===== src/rtl/slot_pkg.sv =====
// slot_pkg: shared types and constants for the slot machine blocks
package slot_pkg;
  typedef enum logic [1:0] {IDLE, SPIN_UP, SPINNING, SPIN_DOWN} reel_seq_state_t;
  localparam int STAGGER_HW = 12_500_000;
  localparam int STAGGER_SIM = 4;
endpackage


===== src/rtl/stagger_timer.sv =====
// stagger_timer: counts clk cycles between reel events, ticks at STAGGER-1
module stagger_timer #(
  parameter int STAGGER = 4,
  parameter int CNT_W = 24
) (
  input  logic clk,
  input  logic rst,
  input  logic clr,
  input  logic en,
  output logic tick
);
  logic [CNT_W-1:0] cnt;
  always_ff @(posedge clk)
    cnt <= (!rst || clr) ? '0 : en ? cnt + 1'b1 : cnt;
  assign tick = cnt == CNT_W'(STAGGER - 1);
endmodule


===== src/rtl/reel_sequencer.sv =====
// reel_sequencer: staggers per-reel spin enables on run/stop requests
module reel_sequencer
  import slot_pkg::*;
#(
  parameter int NUM_REELS = 3,
  parameter int STAGGER = STAGGER_HW,
  parameter int CNT_W = 24
) (
  input  logic                 clk,
  input  logic                 rst,
  input  logic                 runReq,
  output logic [NUM_REELS-1:0] reelEn,
  output logic                 busy,
  output logic                 allStopped,
  output logic                 stopDone
);
  localparam int IW = $clog2(NUM_REELS);
  reel_seq_state_t state, state_nxt;
  logic [IW-1:0] idx, idx_nxt;
  logic [NUM_REELS-1:0] en_nxt, sel;
  logic sd_nxt, tick, clr, last;
  stagger_timer #(.STAGGER(STAGGER), .CNT_W(CNT_W)) u_timer (
    .clk(clk), .rst(rst), .clr(clr), .en(busy), .tick(tick)
  );
  assign busy = state == SPIN_UP || state == SPIN_DOWN;
  assign allStopped = state == IDLE;
  assign last = idx == IW'(NUM_REELS - 1);
  assign sel = NUM_REELS'(1) << idx;
  // An abort restarts the slot timing from index 0, so the counter clears too.
  assign clr = !busy || tick || (state == SPIN_UP && !runReq);
  always_comb begin
    state_nxt = state;
    en_nxt = reelEn;
    idx_nxt = idx;
    sd_nxt = 1'b0;
    case (state)
      IDLE: if (runReq) begin
        state_nxt = SPIN_UP;
        en_nxt = NUM_REELS'(1);
        idx_nxt = IW'(1);
      end
      SPIN_UP: if (!runReq) begin
        state_nxt = SPIN_DOWN;
        en_nxt = reelEn & ~NUM_REELS'(1);
        idx_nxt = IW'(1);
      end else if (tick) begin
        en_nxt = reelEn | sel;
        idx_nxt = last ? '0 : idx + 1'b1;
        state_nxt = last ? SPINNING : SPIN_UP;
      end
      SPINNING: if (!runReq) begin
        state_nxt = SPIN_DOWN;
        en_nxt = reelEn & ~NUM_REELS'(1);
        idx_nxt = IW'(1);
      end
      default: if (tick) begin
        en_nxt = reelEn & ~sel;
        idx_nxt = last ? '0 : idx + 1'b1;
        state_nxt = last ? IDLE : SPIN_DOWN;
        sd_nxt = last;
      end
    endcase
  end
  always_ff @(posedge clk) begin
    if (!rst) begin
      state <= IDLE;
      reelEn <= '0;
      idx <= '0;
      stopDone <= 1'b0;
    end else begin
      state <= state_nxt;
      reelEn <= en_nxt;
      idx <= idx_nxt;
      stopDone <= sd_nxt;
    end
  end
endmodule


===== config.mk =====
export PLATFORM = sky130hd
export DESIGN_NAME = reel_sequencer
export DESIGN_NICKNAME = d
export VERILOG_FILES = /design/src/rtl/slot_pkg.sv /design/src/rtl/stagger_timer.sv /design/src/rtl/reel_sequencer.sv
export SDC_FILE = /design/constraint.sdc
export NUM_CORES = 1
export LEC_CHECK = 0
export ABC_AREA = 0
export CORE_MARGIN = 1
export CORE_UTILIZATION = 60
export CTS_CLUSTER_SIZE = 28
export DETAILED_ROUTE_END_ITERATION = 16
export DONT_BUFFER_PORTS = 1
export PLACE_DENSITY = 0.76
export SYNTH_ARGS = -nofsm -noshare
export SYNTH_HDL_FRONTEND = slang
export SYNTH_SLANG_ARGS = --single-unit

===== constraint.sdc =====
create_clock -name clk -period 6.55 [get_ports clk]
set_clock_uncertainty 0.1 [all_clocks]
set_input_delay 0.655 -clock clk [delete_from_list [all_inputs] [get_ports clk]]
set_output_delay 0.655 -clock clk [all_outputs]
set_load 0.05 [all_outputs]

==> results of run 1 <==
## how the worst max path moves through the flow
stage                     startpoint                            to  slack (ps)
3_5_place_dp   state[1]$_SDFFE_PN0P_   u_timer.cnt[1]$_SDFFE_PP0N_        3900
6_report       state[1]$_SDFFE_PN0P_                          busy        3820
2_1_floorplan                 runReq        reelEn[0]$_SDFFE_PN0P_        4180
4_1_cts        state[1]$_SDFFE_PN0P_                          busy        3830
5_1_grt        state[1]$_SDFFE_PN0P_  u_timer.cnt[21]$_SDFFE_PP0N_        3610
3_3_place_gp   state[1]$_SDFFE_PN0P_   u_timer.cnt[1]$_SDFFE_PP0N_        4030
## cell usage after synthesis (2+ instances only)
cell type | number | share of area [%]
nor2_1 | 38 | 8.6
dfxtp_1 | 32 | 39
xor2_1 | 19 | 10
nand2_1 | 15 | 3.4
nand4_1 | 12 | 4.5
a21oi_1 | 7 | 2.1
inv_1 | 7 | 1.6
ha_1 | 5 | 3.8
nand3_1 | 5 | 1.5
and3_1 | 4 | 1.5
nor3_1 | 4 | 1.2
a211oi_1 | 3 | 1.4
a31oi_1 | 3 | 1.1
a41oi_1 | 3 | 1.6
clkbuf_1 | 3 | 0.68
o21ai_0 | 3 | 0.91
and4_1 | 2 | 1.1
buf_2 | 2 | 0.61
mux2_2 | 2 | 1.4
nand4b_1 | 2 | 1.1
nor2b_1 | 2 | 0.76
nor4_1 | 2 | 0.76
or3_1 | 2 | 0.76
xnor2_1 | 2 | 1.1
## registers in the layout (all words and copies together) (netlist names)
| name | flops |
|---|---|
| stopDone | 1 |
| u_timer.cnt | 24 |
| reelEn | 3 |
| idx | 2 |
| state | 2 |
## power by group
group	internal, mW	total [mW]	switching [mW]
Combinational	0.0534	0.180	0.126
Clock	0.0800	0.146	0.0662
Sequential	0.207	0.229	0.0217
Total	0.340	0.554	0.214
## routing by layer
metal,global-route usage (%),up-vias,part of all wire [%]
met5,0,-,0
met4,13.7,0,1.9
met3,8.89,7,4.1
met2,37.6,32,46
met1,31.8,656,48
li1,-,691,-
## stage by stage
step	cells	hold slack [ps]	util (%)	setup WS (ps)	instance area, µm²
CTS	227	354	68.5	3830	1740
floorplan	195	318	-	4180	1650
finish	227	352	68.5	3820	1740
global route	227	350	68.5	3610	1740
global placement	219	341	65.5	4030	1670
detailed placement	219	336	65.5	3900	1670
## final cells by class
type	count	area share, %
Multi-Input combinational cell	150	55.2
Sequential cell	32	36.8
Clock buffer	6	2.37
Tap cell	30	2.15
Clock inverter	2	2.01
Inverter	7	1.51
## worst reg2reg max path, delay by kind of cell, from the launching register on
family	cells	cell delay [ps]
compound gates	1	250
xor+xnor	1	190
fa+ha+maj	1	400
buf+inv	1	90
flops	1	350
simple gates	3	1260
## cells in the final DEF, fill, tap and decap left out, types with 2 or more instances in the layout
| cell type | instances |
|---|---|
| nor2_1 | 38 |
| dfxtp_1 | 32 |
| xor2_1 | 19 |
| nand2_1 | 15 |
| nand4_1 | 12 |
| inv_1 | 7 |
| a21oi_1 | 7 |
| nand3_1 | 5 |
| ha_1 | 5 |
| clkbuf_4 | 5 |
| and3_1 | 4 |
| nor3_1 | 4 |
| a41oi_1 | 3 |
| a211oi_1 | 3 |
| a31oi_1 | 3 |
| o21ai_0 | 3 |
| or3_1 | 2 |
| nor2b_1 | 2 |
| mux2_2 | 2 |
| and4_1 | 2 |
| nand4b_1 | 2 |
| nor4_1 | 2 |
| xnor2_1 | 2 |
## kinds of logic after synthesis
kind of cell / synth area share [%]
flops: 38.7
fa+ha+maj: 3.78
mux: 1.97
xor+xnor: 11.1
compound gates: 11.3
simple gates: 30.0
buf+inv: 3.10
==> run metrics, run 1 <==
DP HPWL=~2.4 mm; Crit path max-delay family=buffers and inverters; top_reg_cell synth=dfxtp_1; Reg clk slew, reported paths=100 ps; Cells after Synth=195; Startpoint Class=flop; Final Cycle Share=roughly two fifths; Worst Setup End Kind=output port; H-tree depth=2; cell mode on critical path=inv_1; vias in the first global route=1,200; reg2reg end=u_timer.cnt[21]$_SDFFE_PP0N_; Syn Nets=203; hold depth=1; max cap viols=0; area used by multi-input combinational logic=around 960 µm²; pin count of the biggest net entering global routing=25; core area=roughly 0.0025 mm²; FF/Latch Area=641 µm²; post-DR vias/cell=roughly 6; setup slack, reg-to-reg=3830 ps; Antenna Nets Post-Route=0; PortBufs=0; WHS Endpoint=u_timer.cnt[0]$_SDFFE_PP0N_; final setup fails=0; clk buf depth=2; initial antenna violation count=0; Worst EP arrival=1980 ps; VDD IR-drop max=around 0.00032 V; Yosys cell types=40; hold path startpoint=u_timer.cnt[0]$_SDFFE_PP0N_; Mapped Avg Cell Area=~8.5 µm²; Max FO, Critical Path=12; Fill cells=around 220; antenna cells=0; min Tclk post-route=2730 ps; Hold Crit Class=flop to flop; routed len/inst=about 15 µm; number of setup buffers added after CTS=0; chip width=between 50 and 60 µm; # nets final=204; synthesized flop and latch total=32; GRT Total Usage=about a quarter; Ys Warns=0; layout cells sized above 1=8.12%; Slew Viols, Final=0; drt first pass iters=4; Initial Util=roughly 65%; CP Cell Sequence=inv_1 > ha_1 > nor2_1 > inv_1; CTS Buf Count=5; worst-skew pair later-pin latency=between 300 and 400 ps; drc violations=0; PD cells=318 mW/mm²; first-pass GRT wire length=between 5 and 6 mm; mapped cell area=0.00165 mm²; Post-synth ARST share=0%; Critical-path top delay cell=nor2_1; WP data required=just under 6000 ps; die footprint=approximately 0.0030 mm²; clock root buffer=clkbuf_4; clk sinks=32; Die Y-Extent=roughly 55 µm; Slew Limit Headroom=20.8%; unrepaired setup endpoints after global routing=false; # IOs=9; Power, Total=between 500 and 600 µW; Leakage=0.600 nW; RR Startpoint=state[1]$_SDFFE_PN0P_; CTS Hold Bufs=0; Max Fclk=0.366 GHz; sequential area share after synthesis=around 39%; CP bufs+invs=2; Post-synth EDFFs=0; GPL Wtd Cong=approximately 0.94; CTS tree=yes; Reg2Reg Depth=7; cts repair resizes=0; drt initial violations=35; worst-margin pin slew=about 1200 ps; outcome=complete, no violations; crit path kind=flop to output port; P&R area growth vs syn=5.37%; WL final=about 3.3 mm; num rows=18; final setup TNS=0 ps; Congestion Overflow GR=0; Critical Path Stages=4; Hold Vio Cnt, Final=0; DR vias=roughly 1.4k; Slowest Stage Delay on Critical Path=440 ps
No activity file was read; power rests on OpenSTA's default activity.
==> run 2, diff against run 1 <==
--- a/config.mk
+++ b/config.mk
@@ -7,11 +7,11 @@
 export LEC_CHECK = 0
 export ABC_AREA = 0
 export CORE_MARGIN = 1
-export CORE_UTILIZATION = 60
+export CORE_UTILIZATION = 56
 export CTS_CLUSTER_SIZE = 28
 export DETAILED_ROUTE_END_ITERATION = 16
 export DONT_BUFFER_PORTS = 1
-export PLACE_DENSITY = 0.76
+export PLACE_DENSITY = 0.74
 export SYNTH_ARGS = -nofsm -noshare
 export SYNTH_HDL_FRONTEND = slang
 export SYNTH_SLANG_ARGS = --single-unit
==> constraint.sdc (replaced) <==
create_clock -name clk -period 2.3 [get_ports clk]
set_clock_uncertainty 0.1 [all_clocks]
set_input_delay 0.23 -clock clk [delete_from_list [all_inputs] [get_ports clk]]
set_output_delay 0.23 -clock clk [all_outputs]
set_load 0.05 [all_outputs]
==> run 2 against run 1 <==
Effect of this change:
- utilization shrank 2.3 points
- first-iteration DRC count grew 100%
- setup slack lost 3700 ps
- sequential power grew to 2.9 times the previous value
- die area grew 6.9%
- via count grew 4.8%
- sequential share of layout area shrank 1.9 points
- hold slack lost 290 ps
- clock power grew 140%
- largest cell class unchanged
- largest power group unchanged
- highest routed layer unchanged
==> run metrics, run 2 (synthesis gave the netlist of run 1 again) <==
Startpoint Class=flop (unchanged); min Tclk post-route=between 2000 and 2500 ps; GPL Wtd Cong=0.926 (was 0.938); Most Used Layer, Global Route=met2 (unchanged); Max FO, Critical Path=24 (was 12); Slew Viols, Final=0 (unchanged); Congestion Overflow GR=0 (unchanged); clock root buffer=clkbuf_4 (unchanged); Antenna Nets Post-Route=0 (unchanged); post-DR vias/cell=6.08 (was 6.11); pin count of the biggest net entering global routing=25 (unchanged); num rows=19 (was 18); sequential fraction of design power=40.9% (was 41.2%); Max Fclk=approximately 0.46 GHz; most frequent cells in the layout=nor2_1, dfxtp_1, xor2_1, nand2_1, nand4_1 (unchanged); PD cells=869 mW/mm² (was 318 mW/mm²); GRT Total Usage=24.4% (was 25.3%); WL final=3.57 mm (was 3.34 mm); DP HPWL=2.63 mm (was 2.41 mm); unrepaired setup endpoints after global routing=true (was false); vias in the first global route=1,376 (was 1,200); Clk pwr share=22.3% (was 26.4%); first-pass GRT wire length=6.03 mm (was 5.19 mm); routed len/inst=14.9 µm (was 14.7 µm); initial antenna violation count=0 (unchanged); Cell Count, Final, Fillers Out=239 (was 227); Leakage=0.660 nW (was 0.600 nW); layout cells sized above 1=13.5% (was 8.12%); Die Y-Extent=56.4 µm (was 54.5 µm); outcome=complete, no violations (unchanged); Worst Setup End Kind=flop (was output port); worst-skew pair later-pin latency=330 ps (about the same); P&R area growth vs syn=11.3% (was 5.37%); # IOs=9 (unchanged); antenna cells=0 (unchanged); core area=0.00278 mm² (was 0.00254 mm²); chip width=56.4 µm (was 54.5 µm); VDD IR-drop max=0.000833 V (was 0.000321 V); placed cells=231 (was 219); PortBufs=0 (unchanged); GR Util met3=6.91% (was 8.89%); Initial Util=59.5% (was 65.0%); met2 usage=41.5% (was 37.6%); most common cell after layout, fill and taps aside=nor2_1 (unchanged); Net Sw Frac=38.7% (was 38.6%); DR vias=1,453 (was 1,386); final setup fails=0 (unchanged); largest registers=u_timer.cnt x24, reelEn x3 (unchanged); Slew Limit Headroom=64.1% (was 20.8%); Reg clk slew, reported paths=90 ps (was 100 ps); drt first pass iters=4 (unchanged); clk sinks=32 (unchanged); H-tree depth=2 (unchanged); Fill cells=252 (was 224); die footprint=0.00318 mm² (was 0.00297 mm²); CTS Buf Count=5 (unchanged); Sw Pwr=619 µW (was 214 µW); combinational power share=36.8% (was 32.4%); drt initial violations=70 (was 35); final hold slack=61.5 ps (was 352 ps); max FFs per register=24 (unchanged); Worst EP arrival=2310 ps (was 1980 ps); # nets final=216 (was 204); worst-margin pin slew=538 ps (was 1180 ps); Reg with most FFs=u_timer.cnt (unchanged); drc violations=0 (unchanged); max cap viols=0 (unchanged); Hold Vio Cnt, Final=0 (unchanged); Hold Crit Class=primary input to flop (was flop to flop); crit path kind=flop to flop (was flop to output port); CTS tree=yes (unchanged); WP data required=2430 ps (was 5790 ps); clk buf depth=2 (unchanged); M1 GR Usage=28.8% (was 31.8%); internal power=979 µW (was 340 µW); Final Cycle Share=approximately 95%
[run 2: worst paths after layout]
kind | cells past startpoint | startpoint | to | slack [ps]
worst max-delay path | 6 | u_timer.cnt[6]$_SDFFE_PP0N_ | u_timer.cnt[12]$_SDFFE_PP0N_ | 110
worst min-delay path | 2 | rst | state[1]$_SDFFE_PN0P_ | 60
worst max register to register | 6 | u_timer.cnt[6]$_SDFFE_PP0N_ | u_timer.cnt[12]$_SDFFE_PP0N_ | 110
worst min register to register | 1 | u_timer.cnt[0]$_SDFFE_PP0N_ | u_timer.cnt[0]$_SDFFE_PP0N_ | 370
[run 2: power by group through the flow]
stage	Combinational, mW	Sequential (mW)	Clock (mW)
after floorplan	0.432	0.658	0
after global routing	0.647	0.661	0.387
after detailed placement	0.580	0.666	0
after CTS	0.584	0.654	0.365
final	0.588	0.654	0.356
after global placement	0.564	0.664	0
[run 2: metal layers]
layer | share of wire, % | routed length (µm)
met5 | 0 | 0
met4 | 1.8 | 63
met3 | 3.8 | 135
met2 | 52 | 1840
met1 | 43 | 1530
[run 2: what timing repair did]
item | 4_1_cts | 5_1_grt
endpoints found under the hold margin | 2 | 0
endpoints found under the setup margin | 0 | 2
hold buffers | 1 | 0
buffers inserted | 0 | 0
resized for setup | 0 | 1
[run 2: area by class of cell]
| type | count | area [µm²] | share of cell area, % |
|---|---|---|---|
| clock buffers | 7 | 65.1 | 3.54 |
| inverters | 7 | 26.3 | 1.43 |
| multi-input cells | 150 | 965 | 52.4 |
| flip-flops and latches | 32 | 641 | 34.8 |
| well taps | 31 | 38.8 | 2.11 |
| repair buffers | 12 | 105 | 5.71 |
[run 2: critical path: stages, from the launching register on]
cell and delay (ps):
dfxtp_1 370, or4b_4 560, nor4_4 400, nand2_1 240
nand4_2 180, buf_12 170, nor2_1 60
[run 2: per-stage QoR]
stage	total power, mW	area [µm²]	worst slack (ps)	util (%)	TNS [ps]
3_3_place_gp	1.23	1760	174	63.4	0
5_1_grt	1.70	1840	-3.71	66.2	-3.71
3_5_place_dp	1.25	1760	122	63.4	0
4_1_cts	1.60	1840	106	66.1	0
2_1_floorplan	1.09	1650	24.5	-	0
6_report	1.60	1840	111	66.2	0
